File: src/rtl/alu_exec_if.sv
// Request/response bundle for alu_exec. The requester drives the operation and operands.
// The ALU returns the busy, done, result and zero-flag signals.
interface alu_exec_if #(parameter int WIDTH = 64);
  logic             Start;
  logic [3:0]       ALUCtrl;
  logic [WIDTH-1:0] BusA;
  logic [WIDTH-1:0] BusB;
  logic             Busy;
  logic             Done;
  logic [WIDTH-1:0] BusW;
  logic             Zero;

  modport master (output Start, ALUCtrl, BusA, BusB,
                  input  Busy, Done, BusW, Zero);
  modport slave  (input  Start, ALUCtrl, BusA, BusB,
                  output Busy, Done, BusW, Zero);
endinterface

File: src/rtl/alu_exec.sv
// Single-issue ALU: AND/OR/ADD/SUB/pass-B with one-edge latency and registered result/zero flag.
// Define ALU_EXEC_MUL_EN to add code 1000, an unsigned WIDTH-cycle shift-add multiply.
module alu_exec #(
  parameter int WIDTH = 64
) (
  input  logic      Clk,
  input  logic      Reset_L,
  alu_exec_if.slave bus
);

  localparam logic [3:0] OP_AND  = 4'b0000;
  localparam logic [3:0] OP_ORR  = 4'b0001;
  localparam logic [3:0] OP_ADD  = 4'b0010;
  localparam logic [3:0] OP_SUB  = 4'b0110;
  localparam logic [3:0] OP_PASS = 4'b0111;

`ifdef ALU_EXEC_MUL_EN
  localparam logic [3:0] OP_MUL  = 4'b1000;
  localparam int         CW      = (WIDTH > 1) ? $clog2(WIDTH) : 1;
  localparam logic [CW-1:0] LAST = CW'(WIDTH - 1);

  typedef enum logic [1:0] {IDLE, EXEC, MUL} state_t;

  logic [CW-1:0]    cnt_q;
  logic [WIDTH-1:0] acc_q;
  logic [WIDTH-1:0] acc_nx;
`else
  typedef enum logic [1:0] {IDLE, EXEC} state_t;
`endif

  state_t           state_q;
  logic [3:0]       op_q;
  logic [WIDTH-1:0] a_q;
  logic [WIDTH-1:0] b_q;
  logic [WIDTH-1:0] res;

  assign bus.Busy = (state_q != IDLE);

  // Unknown codes return zero, which also makes Zero read as 1.
  always_comb begin
    res = '0;
    case (op_q)
      OP_AND:  res = a_q & b_q;
      OP_ORR:  res = a_q | b_q;
      OP_ADD:  res = a_q + b_q;
      OP_SUB:  res = a_q - b_q;
      OP_PASS: res = b_q;
      default: res = '0;
    endcase
  end

`ifdef ALU_EXEC_MUL_EN
  // One partial product per cycle. A shifts left and B shifts right.
  assign acc_nx = acc_q + (b_q[0] ? a_q : '0);
`endif

  always_ff @(posedge Clk or negedge Reset_L) begin
    if (!Reset_L) begin
      state_q  <= IDLE;
      op_q     <= '0;
      a_q      <= '0;
      b_q      <= '0;
      bus.Done <= 1'b0;
      bus.BusW <= '0;
      bus.Zero <= 1'b1;
`ifdef ALU_EXEC_MUL_EN
      cnt_q    <= '0;
      acc_q    <= '0;
`endif
    end else begin
      bus.Done <= 1'b0;
      case (state_q)
        IDLE: begin
          if (bus.Start) begin
            op_q <= bus.ALUCtrl;
            a_q  <= bus.BusA;
            b_q  <= bus.BusB;
`ifdef ALU_EXEC_MUL_EN
            cnt_q <= '0;
            acc_q <= '0;
            if (bus.ALUCtrl == OP_MUL) state_q <= MUL;
            else                       state_q <= EXEC;
`else
            state_q <= EXEC;
`endif
          end
        end
        EXEC: begin
          bus.BusW <= res;
          bus.Zero <= (res == '0);
          bus.Done <= 1'b1;
          state_q  <= IDLE;
        end
`ifdef ALU_EXEC_MUL_EN
        MUL: begin
          acc_q <= acc_nx;
          a_q   <= a_q << 1;
          b_q   <= b_q >> 1;
          cnt_q <= cnt_q + 1'b1;
          // The WIDTH-th step retires the product, so Done lands at edge accept+WIDTH.
          if (cnt_q == LAST) begin
            bus.BusW <= acc_nx;
            bus.Zero <= (acc_nx == '0);
            bus.Done <= 1'b1;
            state_q  <= IDLE;
          end
        end
`endif
        default: state_q <= IDLE;
      endcase
    end
  end

endmodule

File: src/flat_wrapper.sv
// flat-port wrapper written by rule: the top's interface ports become plain ports
module alu_exec_flat 
#(
  parameter int WIDTH = 64
)
  (Clk, Reset_L, bus_Start, bus_ALUCtrl, bus_BusA, bus_BusB, bus_Busy, bus_Done, bus_BusW, bus_Zero);
  alu_exec_if #(.WIDTH(WIDTH)) bus_i ();
  input  logic Clk;
  input  logic Reset_L;
  input wire logic [$bits(bus_i.Start)-1:0] bus_Start;
  input wire logic [$bits(bus_i.ALUCtrl)-1:0] bus_ALUCtrl;
  input wire logic [$bits(bus_i.BusA)-1:0] bus_BusA;
  input wire logic [$bits(bus_i.BusB)-1:0] bus_BusB;
  output wire logic [$bits(bus_i.Busy)-1:0] bus_Busy;
  output wire logic [$bits(bus_i.Done)-1:0] bus_Done;
  output wire logic [$bits(bus_i.BusW)-1:0] bus_BusW;
  output wire logic [$bits(bus_i.Zero)-1:0] bus_Zero;
  assign bus_i.Start = bus_Start;
  assign bus_i.ALUCtrl = bus_ALUCtrl;
  assign bus_i.BusA = bus_BusA;
  assign bus_i.BusB = bus_BusB;
  assign bus_Busy = bus_i.Busy;
  assign bus_Done = bus_i.Done;
  assign bus_BusW = bus_i.BusW;
  assign bus_Zero = bus_i.Zero;
  alu_exec #(.WIDTH(WIDTH)) u_core (.Clk(Clk), .Reset_L(Reset_L), .bus(bus_i));
endmodule
File: config.mk
export PLATFORM = sky130hd
export DESIGN_NAME = alu_exec_flat
export DESIGN_NICKNAME = d
export VERILOG_FILES = /design/src/rtl/alu_exec_if.sv /design/src/rtl/alu_exec.sv /design/src/flat_wrapper.sv
export SDC_FILE = /design/constraint.sdc
export NUM_CORES = 1
export LEC_CHECK = 0
export ABC_CLOCK_PERIOD_IN_PS = 8410
export CAP_MARGIN = 20
export CORE_UTILIZATION = 45
export DETAILED_ROUTE_END_ITERATION = 12
export GPL_ROUTABILITY_DRIVEN = 0
export GPL_TIMING_DRIVEN = 0
export PLACE_DENSITY_LB_ADDON = 0.25
export SLEW_MARGIN = 20
export SYNTH_ARGS = -nofsm -noshare
export SYNTH_HDL_FRONTEND = slang
export SYNTH_SLANG_ARGS = --single-unit
File: constraint.sdc
create_clock -name Clk -period 8.41 [get_ports Clk]
set_input_delay 2.523 -clock Clk [delete_from_list [all_inputs] [get_ports Clk]]
set_output_delay 2.523 -clock Clk [all_outputs]
set_load 0.02 [all_outputs]
==> impl_metrics.env, run 1 <==
export IMPL_fin_ws_ps=272
export IMPL_syn_nets=1910
export IMPL_ant_nets=0
export IMPL_synthCells=1708
export IMPL_yosysSeqAreaShare_pct=32.8
export IMPL_worst_r2r_endpoint="u_core.bus.Zero"
export IMPL_coreArea_sq_um=32900
export IMPL_via_count=15000
export IMPL_yosys_warnings=0
export IMPL_cp_slowest_cell="a221oi_1"
export IMPL_grt_pass1_vias=14900
export IMPL_layout_nets=2134
export IMPL_power_leakage_nw=7.36
export IMPL_cts_sinks=199
export IMPL_finalHoldViolations=0
export IMPL_io_pins=202
export IMPL_synthArstFlopShare_pct=100
export IMPL_grt_pass1_wl_um=84200
export IMPL_syn_to_final_growth_pct=21.5
export IMPL_drc=0
export IMPL_cap_viol_max_count=0
export IMPL_avgSynthCellArea_sq_um=8.89
export IMPL_crit_type="reg2reg"
export IMPL_ir_drop_v=0.000185
export IMPL_hpwl_um=42000
export IMPL_reg2reg_slack_ps=270
export IMPL_firstDrtPassIters=6
export IMPL_cp_slowest_stage_delay_ps=740
export IMPL_p_per_area_nw_per_um2=246
export IMPL_grt_start_max_net_pins=73
export IMPL_synth_flop_cell="dfrtp_1"
export IMPL_timing_rr_start="u_core.op_q[0]"
export IMPL_grtUsageTotal_pct=32.5
export IMPL_fp_dieH_um=186
export IMPL_period_share_pct=96.8
export IMPL_pre_cts_ws_ps=-517
export IMPL_via_per_inst=6.28
export IMPL_ys_top_cells_by_area="dfrtp_1 33%, mux2_2 11%, ha_1 5.4%, a21oi_1 5.4%, maj3_1 4.2%"
export IMPL_first_iter_violations=1521
export IMPL_clockBufferDepth=2
export IMPL_layout_drive_gt1_share_pct=11.5
export IMPL_cp_max_fo=10
export IMPL_grt_overflow_total=0
export IMPL_hold_path_class="reg2reg"
export IMPL_yosysTopAreaCellShare_pct=32.6
export IMPL_cts_tree="done"
export IMPL_h_tree_depth=4
export IMPL_holdWs_ps=481
export IMPL_status="complete, no violations"
export IMPL_tightestPinTransition_ps=1240
export IMPL_clock_latency_ps=480
export IMPL_dp_cells=2353
export IMPL_syn_cell_area_sq_um=15200
export IMPL_fillCellCount=3064
export IMPL_finalClockSkew_ps=16.0
export IMPL_postCtsHoldBufs=0
export IMPL_synth_edff_count=0
export IMPL_final_cell_count_no_fill=2387
export IMPL_grt_antenna_before_repair=0
export IMPL_start_util_pct=46.2
export IMPL_slew_viol_final=0
export IMPL_required_ps=8830
export IMPL_row_count=66
export IMPL_setup_viol=0
export IMPL_io_buffers=201
export IMPL_max_slew_margin_pct=17.4
export IMPL_fin_total_pwr_mw=4.54
export IMPL_synth_most_common_cell="dfrtp_1"
export IMPL_cts_clk_slew_worst_paths_ps=80
export IMPL_max_freq_ghz=0.123
export IMPL_finalCriticalPeriod_ps=8140
export IMPL_synth_top_area_cell="dfrtp_1"
export IMPL_end_kind="register"
export IMPL_endpoint="u_core.bus.Zero"
export IMPL_ys_top_cells_by_count="198 x dfrtp_1, 166 x nor2_1, 163 x a21oi_1"
export IMPL_rsz0062_at_grt="false"
export IMPL_antenna_cells=0
export IMPL_cts_buffers=17
export IMPL_cp_data_arrival_time_ps=8560
export IMPL_critPathLaunch="u_core.op_q[0]"
export IMPL_die_area_sq_um=34500
export IMPL_synthDistinctLibCells=87
export IMPL_dieWidth_um=186
export IMPL_rr_worst_depth=25
export IMPL_wl_um=54800
export IMPL_critPathLaunchType="register"
export IMPL_post_drt_wl_per_cell_um=23.0
export IMPL_root_buffer="clkbuf_16"
export IMPL_ys_ff_latch=199
## cell type report
type | count | area [sq um] | area share (%)
flip-flops and latches | 199 | 4980 | 27.0
clock buffers | 20 | 447 | 2.42
inverters | 27 | 101 | 0.549
multi-input cells | 1352 | 9620 | 52.2
plain buffers | 130 | 514 | 2.79
clock inverters | 12 | 139 | 0.753
well taps | 442 | 553 | 3.00
repair buffers | 205 | 2090 | 11.3
## per-stage QoR
stage / instance area [sq um] / TNS [ps] / utilization (%)
final: 18400 / 0 / 56.1
after global routing: 18400 / 0 / 56.1
after CTS: 18400 / 0 / 56.0
after detailed placement: 17800 / -517 / 54.2
after global placement: 17700 / -649310 / 54.0
after floorplan: 15200 / 0 / -
## power by group
| group | switching, mW | internal [mW] |
|---|---|---|
| Combinational | 1.42 | 0.947 |
| Sequential | 0.196 | 1.13 |
| Clock | 0.399 | 0.451 |
## worst max-delay path: cells and delay by family, from the launching register on
kind	cells	cell delay [ps]
XOR/XNOR	1	200
AND/OR/NAND/NOR	4	750
flip-flops	1	330
AO/OA/AOI/OAI	10	3300
buffers and inverters	9	3160
adder cells (fa/ha/maj)	1	280
## cells by family (layout without fill, tap and decap cells)
kind of cell / after synthesis / in the layout / share of synthesized area (%)
adders and majority gates: 130 / 130 / 9.72
DFF: 199 / 199 / 32.8
xor gates and xnor gates: 100 / 100 / 5.87
buffers and inverters: 157 / 394 / 3.97
and+or+nand+nor: 483 / 483 / 16.0
muxes: 146 / 146 / 10.8
AOI/OAI and AO/OA: 493 / 493 / 20.8
## metal layers
metal | part of all wire (%) | GRT usage [%] | vias to the layer above
met2 | 45 | 50.9 | 842
met3 | 9.0 | 6.44 | 201
met4 | 6.0 | 19.5 | 0
li1 | - | - | 6755
met5 | 0 | 0 | -
met1 | 40 | 41.3 | 7199
## worst min-delay path by stage
| stage | from | end | depth (start not counted) |
|---|---|---|---|
| after floorplan | u_core.a_q[10] | u_core.a_q[10] | 1 |
| after global placement | u_core.bus.BusW[41] | u_core.bus.BusW[41] | 1 |
| after detailed placement | u_core.bus.BusW[41] | u_core.bus.BusW[41] | 1 |
| after CTS | u_core.bus.BusW[41] | u_core.bus.BusW[41] | 1 |
| after global routing | u_core.bus.BusW[42] | u_core.bus.BusW[42] | 1 |
| final | u_core.bus.BusW[41] | u_core.bus.BusW[41] | 1 |
## registers in the layout, indices dropped and copies added (netlist names)
name	cells
u_core.op_q	4
u_core.bus.Zero	1
u_core.bus.Done	1
u_core.b_q	64
u_core.state_q	1
u_core.bus.BusW	64
u_core.a_q	64
## cells in the final DEF (no fill, tap or decap), types with 20 or more instances in the layout
cell type	Yosys	layout
nor3_1	29	29
dfrtp_1	198	198
inv_1	26	26
xnor2_1	50	50
nand2_1	94	94
nor2_1	166	166
o21ai_0	80	79
maj3_1	63	63
a31oi_1	20	20
xor2_1	48	48
nand4_1	37	37
nand3_1	34	34
a22oi_1	61	61
clkdlybuf4s50_1	0	200
a21o_1	30	30
ha_1	66	66
mux2_2	143	143
clkbuf_1	107	105
o21a_1	23	23
a21oi_1	163	163
## repair_timing
item | in CTS | in global routing
setup endpoints to repair | 1 | 1
buffers inserted | 0 | 2
gates resized for setup | 7 | 5
pin swaps | 0 | 1
Note: power is estimated with default switching activity, not from simulation.
==> run 2, diff against run 1 <==
GPL_TIMING_DRIVEN = unset   (was 0)
==> impl_metrics.env, run 2 (synthesis results as in run 1) <==
export IMPL_finalCriticalPeriod_ps=6710
export IMPL_cts_tree="done"
export IMPL_finalClockSkew_ps=15.3
export IMPL_h_tree_depth=4
export IMPL_layout_drive_gt1_share_pct=12.5
export IMPL_path_buf_inv=2
export IMPL_cp_slowest_stage_delay_ps=690
export IMPL_grt_start_max_net_pins=103
export IMPL_period_share_pct=79.8
export IMPL_drc=0
export IMPL_cap_viol_max_count=0
export IMPL_die_area_sq_um=34500
export IMPL_max_slew_margin_pct=27.9
export IMPL_grt_use_met3_pct=5.50
export IMPL_required_ps=8810
export IMPL_hold_path_class="reg2reg"
export IMPL_reg2reg_slack_ps=1700
export IMPL_cts_setup_buffers=0
export IMPL_cp_slowest_cell="nor4b_1"
export IMPL_postCtsHoldBufs=0
export IMPL_crit_type="reg2reg"
export IMPL_switchingPower_mw=1.92
export IMPL_fillCellCount=3069
export IMPL_fin_util_pct=54.7
export IMPL_timing_rr_start="u_core.b_q[0]"
export IMPL_via_per_inst=6.18
export IMPL_root_buffer="clkbuf_16"
export IMPL_cts_buffers=17
export IMPL_first_iter_violations=1074
export IMPL_cts_sinks=199
export IMPL_post_drt_wl_per_cell_um=20.7
export IMPL_fp_dieH_um=186
export IMPL_wl_um=47000
export IMPL_cp_max_fo=8
export IMPL_start_util_pct=46.2
export IMPL_row_count=66
export IMPL_ir_drop_v=0.000171
export IMPL_max_freq_ghz=0.149
export IMPL_met1_usage_pct=36.4
export IMPL_rr_worst_depth=21
export IMPL_worst_r2r_endpoint="u_core.bus.Zero"
export IMPL_io_buffers=201
export IMPL_dieWidth_um=186
export IMPL_worstPathCellList="inv_1 > ha_1 > nand2b_1 > nor4b_1 > clkinv_1 > or3_4 > or3_4 > o31ai_1 > xor2_1 > ha_1 > a21o_1 > a21o_1 > a221oi_1 > o21ai_0 > o21ai_0 > a21oi_1 > a31oi_1 > nand2_1 > nor4_1 > and4_1 > a22o_1"
export IMPL_fin_area_sq_um=18000
export IMPL_finalSetupTns_ps=0
export IMPL_grt_antenna_before_repair=0
export IMPL_p_per_area_nw_per_um2=247
export IMPL_layout_nets=2014
export IMPL_grtUsageMet2_pct=44.8
export IMPL_grt_overflow_total=0
export IMPL_fin_ws_ps=1700
export IMPL_placed_cell_area_sq_um=17400
export IMPL_io_pins=202
export IMPL_intPower_mw=2.51
export IMPL_final_cell_count_no_fill=2267
export IMPL_via_count=14000
export IMPL_switching_share_pct=43.4
export IMPL_cts_clk_slew_worst_paths_ps=80
export IMPL_critPathLaunchType="register"
export IMPL_firstDrtPassIters=8
export IMPL_layout_commonest_cell="clkdlybuf4s50_1"
export IMPL_grt_pass1_wl_um=74400
export IMPL_combPwrFrac_pct=50.8
export IMPL_power_frac_clock_pct=19.1
export IMPL_endpoint="u_core.bus.Zero"
export IMPL_worstSetupPathDepth=21
export IMPL_power_leakage_nw=7.20
export IMPL_setup_viol=0
export IMPL_rsz0062_at_grt="false"
export IMPL_cts_resized=0
export IMPL_pre_cts_ws_ps=1840
export IMPL_status="complete, no violations"
export IMPL_finalHoldViolations=0
export IMPL_antenna_cells=0
export IMPL_power_frac_seq_pct=30.1
export IMPL_final_cell_mix="200 x clkdlybuf4s50_1, 195 x dfrtp_1, 165 x nor2_1"
export IMPL_cp_top_family="compound AO/OA/AOI/OAI gates"
export IMPL_grt_pass1_vias=13600
export IMPL_busiest_layer="met2"
export IMPL_top_regs="u_core.a_q: 64 flops, u_core.b_q: 64 flops, u_core.bus.BusW: 64 flops"
export IMPL_grtUsageTotal_pct=27.7
export IMPL_tightestPinTransition_ps=1080
export IMPL_hpwl_um=35200
export IMPL_syn_to_final_growth_pct=18.4
export IMPL_critPathLaunch="u_core.b_q[0]"
export IMPL_end_kind="register"
export IMPL_clockBufferDepth=2
export IMPL_cp_data_arrival_time_ps=7110
export IMPL_clock_latency_ps=460
export IMPL_dp_cells=2235
export IMPL_coreArea_sq_um=32900
export IMPL_ant_nets=0
export IMPL_slew_viol_final=0
==> run 2: cell type report <==
| class | instances | area [sq um] | share of cell area (%) |
|---|---|---|---|
| Tap cell | 442 | 553 | 3.08 |
| Sequential cell | 199 | 4990 | 27.7 |
| Clock buffer | 17 | 425 | 2.37 |
| Timing Repair Buffer | 215 | 2130 | 11.9 |
| Multi-Input combinational cell | 1352 | 9620 | 53.5 |
| Clock inverter | 15 | 163 | 0.905 |
| Inverter | 27 | 101 | 0.564 |
==> run 2: power by group through the flow <==
| stage | logic, mW | clock network [mW] | registers [mW] |
|---|---|---|---|
| finish | 2.25 | 0.845 | 1.33 |
| global route | 2.44 | 0.906 | 1.36 |
| CTS | 2.21 | 0.866 | 1.33 |
| detailed placement | 2.19 | 0 | 1.35 |
| global placement | 2.17 | 0 | 1.34 |
| floorplan | 1.47 | 0 | 1.36 |
==> run 2: worst reg2reg max path, delay by kind of cell, from the launching register on <==
kind	cells	cell delay (ps)
compound gates	9	2670
simple gates	7	2410
fa+ha+maj	2	530
flops	1	430
buf+inv	2	430
xor+xnor	1	180
==> run 2: stage by stage <==
step,hold WS (ps),power [mW]
after floorplan,517,2.83
after global placement,492,3.52
after detailed placement,497,3.54
after CTS,515,4.40
after global routing,535,4.70
final,508,4.43
==> run 2: how the worst min path moves through the flow <==
| stage | start | endpoint | slack [ps] | cells past startpoint |
|---|---|---|---|---|
| global route | u_core.bus.BusW[27] | u_core.bus.BusW[27] | 540 | 1 |
| detailed placement | u_core.bus.BusW[35] | u_core.bus.BusW[35] | 500 | 2 |
| finish | u_core.bus.BusW[35] | u_core.bus.BusW[35] | 510 | 2 |
| floorplan | u_core.a_q[10] | u_core.a_q[10] | 520 | 1 |
| CTS | u_core.bus.BusW[47] | u_core.bus.BusW[47] | 510 | 1 |
| global placement | u_core.bus.BusW[0] | u_core.bus.BusW[0] | 490 | 1 |
==> run 2: per-layer routing <==
| metal | up-vias | part of all wire (%) |
|---|---|---|
| li1 | 6511 | - |
| met5 | - | 0 |
| met4 | 0 | 3.2 |
| met1 | 6740 | 42 |
| met2 | 653 | 46 |
| met3 | 113 | 8.2 |
==> run 3, diff against run 2 <==
ABC_CLOCK_PERIOD_IN_PS = 6100   (was 8410)
clock period = 6.1 ns   (was 8.41 ns; I/O delays follow)
==> impl_metrics.env, run 3 (synthesis results as in run 1) <==
export IMPL_status="complete, no violations"
export IMPL_cp_slowest_stage_delay_ps=640
export IMPL_cts_tree="done"
export IMPL_h_tree_depth=4
export IMPL_root_buffer="clkbuf_16"
export IMPL_wl_um=48100
export IMPL_fp_dieH_um=186
export IMPL_power_frac_clock_pct=18.5
export IMPL_via_per_inst=6.20
export IMPL_coreArea_sq_um=32900
export IMPL_start_util_pct=46.2
export IMPL_end_kind="register"
export IMPL_cp_slowest_cell="nor4_1"
export IMPL_fin_total_pwr_mw=6.25
export IMPL_cp_data_arrival_time_ps=6360
export IMPL_max_slew_margin_pct=45.1
export IMPL_cts_clk_slew_worst_paths_ps=80
export IMPL_grt_antenna_before_repair=0
export IMPL_first_iter_violations=1292
export IMPL_finalCriticalPeriod_ps=5950
export IMPL_critPathLaunch="u_core.b_q[10]"
export IMPL_layout_nets=2045
export IMPL_clockBufferDepth=2
export IMPL_io_pins=202
export IMPL_hold_path_class="reg2reg"
export IMPL_setup_viol=0
export IMPL_syn_to_final_growth_pct=21.1
export IMPL_switchingPower_mw=2.74
export IMPL_top_regs="u_core.a_q: 64 flops, u_core.b_q: 64 flops, u_core.bus.BusW: 64 flops"
export IMPL_placed_cell_area_sq_um=17600
export IMPL_finalHoldViolations=0
export IMPL_hpwl_um=35800
export IMPL_layout_drive_gt1_share_pct=15.7
export IMPL_p_per_area_nw_per_um2=340
export IMPL_switching_share_pct=43.8
export IMPL_combPwrFrac_pct=52.1
export IMPL_timing_rr_start="u_core.b_q[10]"
export IMPL_via_count=14300
export IMPL_cts_sinks=199
export IMPL_cap_viol_max_count=0
export IMPL_drc=0
export IMPL_post_drt_wl_per_cell_um=20.9
export IMPL_die_area_sq_um=34500
export IMPL_power_frac_seq_pct=29.4
export IMPL_intPower_mw=3.51
export IMPL_cp_max_fo=7
export IMPL_power_leakage_nw=7.37
export IMPL_max_freq_ghz=0.168
export IMPL_finalClockSkew_ps=11.8
export IMPL_critPathLaunchType="register"
export IMPL_antenna_cells=0
export IMPL_reg2reg_slack_ps=150
export IMPL_layout_commonest_cell="clkdlybuf4s50_1"
export IMPL_fin_area_sq_um=18400
export IMPL_final_cell_mix="200 x clkdlybuf4s50_1, 195 x dfrtp_1, 163 x nor2_1"
export IMPL_worstSetupPathDepth=19
export IMPL_ant_nets=0
export IMPL_dp_cells=2263
export IMPL_worstPathCellList="or4_4 > or4b_4 > or3_4 > or3_1 > o21ai_0 > xor2_1 > ha_2 > a21oi_1 > o21ai_0 > a21oi_1 > nor3_1 > a311oi_1 > nand3_1 > nor4_1 > nand4_1 > nor4_2 > and4b_1 > and4_1 > a22o_1"
export IMPL_row_count=66
export IMPL_final_cell_count_no_fill=2298
export IMPL_firstDrtPassIters=6
export IMPL_cp_top_family="simple AND/OR/NAND/NOR gates"
export IMPL_rr_worst_depth=19
export IMPL_path_buf_inv=0
export IMPL_grt_pass1_vias=13800
export IMPL_grt_overflow_total=0
export IMPL_dieWidth_um=186
export IMPL_postCtsHoldBufs=0
export IMPL_ir_drop_v=0.000235
export IMPL_grtUsageTotal_pct=28.2
export IMPL_clock_latency_ps=460
export IMPL_cts_buffers=17
export IMPL_hold_depth=1
export IMPL_period_share_pct=97.5
export IMPL_grt_pass1_wl_um=75500
export IMPL_endpoint="u_core.bus.Zero"
export IMPL_worst_r2r_endpoint="u_core.bus.Zero"
export IMPL_crit_type="reg2reg"
export IMPL_tightestPinTransition_ps=823
export IMPL_io_buffers=201
export IMPL_grt_start_max_net_pins=106
export IMPL_slew_viol_final=0
export IMPL_required_ps=6510
==> run 3: cell types whose count changed in the layout (fill, tap and decap cells not counted), sizes merged <==
cell	change
clkinvlp	+1
clkinv	-3
inv	+1
buf	+31
bufinv	-1
clkbuf	+2
==> run 3: through the flow <==
step / worst slack [ps] / hold slack (ps) / TNS, ps / util, %
6_report: 151 / 479 / 0 / 55.9
5_1_grt: -16.8 / 510 / -16.8 / 55.9
4_1_cts: 50.9 / 484 / 0 / 55.5
3_5_place_dp: -271 / 467 / -271 / 53.6
3_3_place_gp: -148 / 464 / -148 / 53.6
2_1_floorplan: 200 / 517 / 0 / -
==> run 3: power groups by stage <==
stage	combinational (mW)	sequential, mW	clock (mW)
global placement	3.07	1.85	0
CTS	3.13	1.83	1.18
detailed placement	3.10	1.85	0
global route	3.51	1.87	1.24
floorplan	2.03	1.87	0
finish	3.26	1.84	1.16
==> run 3: final cells by class <==
cell class	count	area, sq um
Inverter	27	101
Sequential cell	199	4990
Timing Repair Buffer	246	2390
Tap cell	442	553
Fill cell	2985	14500
Multi-Input combinational cell	1352	9770
Clock inverter	13	135
Clock buffer	19	443
==> run 3: worst min-delay path by stage <==
stage,start,endpoint,slack [ps]
global route,u_core.bus.BusW[42],u_core.bus.BusW[42],510
floorplan,u_core.a_q[10],u_core.a_q[10],520
finish,u_core.bus.BusW[47],u_core.bus.BusW[47],480
CTS,u_core.bus.BusW[47],u_core.bus.BusW[47],480
global placement,u_core.bus.BusW[47],u_core.bus.BusW[47],460
detailed placement,u_core.bus.BusW[47],u_core.bus.BusW[47],470
==> run 3: per-layer routing <==
metal	vias up	wire (um)	GRT usage, %
li1	6553	-	-
met4	0	2000	12.6
met5	-	0	0
met3	140	3540	4.87
met1	6899	20500	37.6
met2	665	22000	44.8
==> run 3: what timing repair did <==
item,in CTS,in global routing
resized for setup,4,37
buffers inserted,0,3
endpoints found under the hold margin,0,0
setup endpoints to repair,1,1
pin swaps,0,8
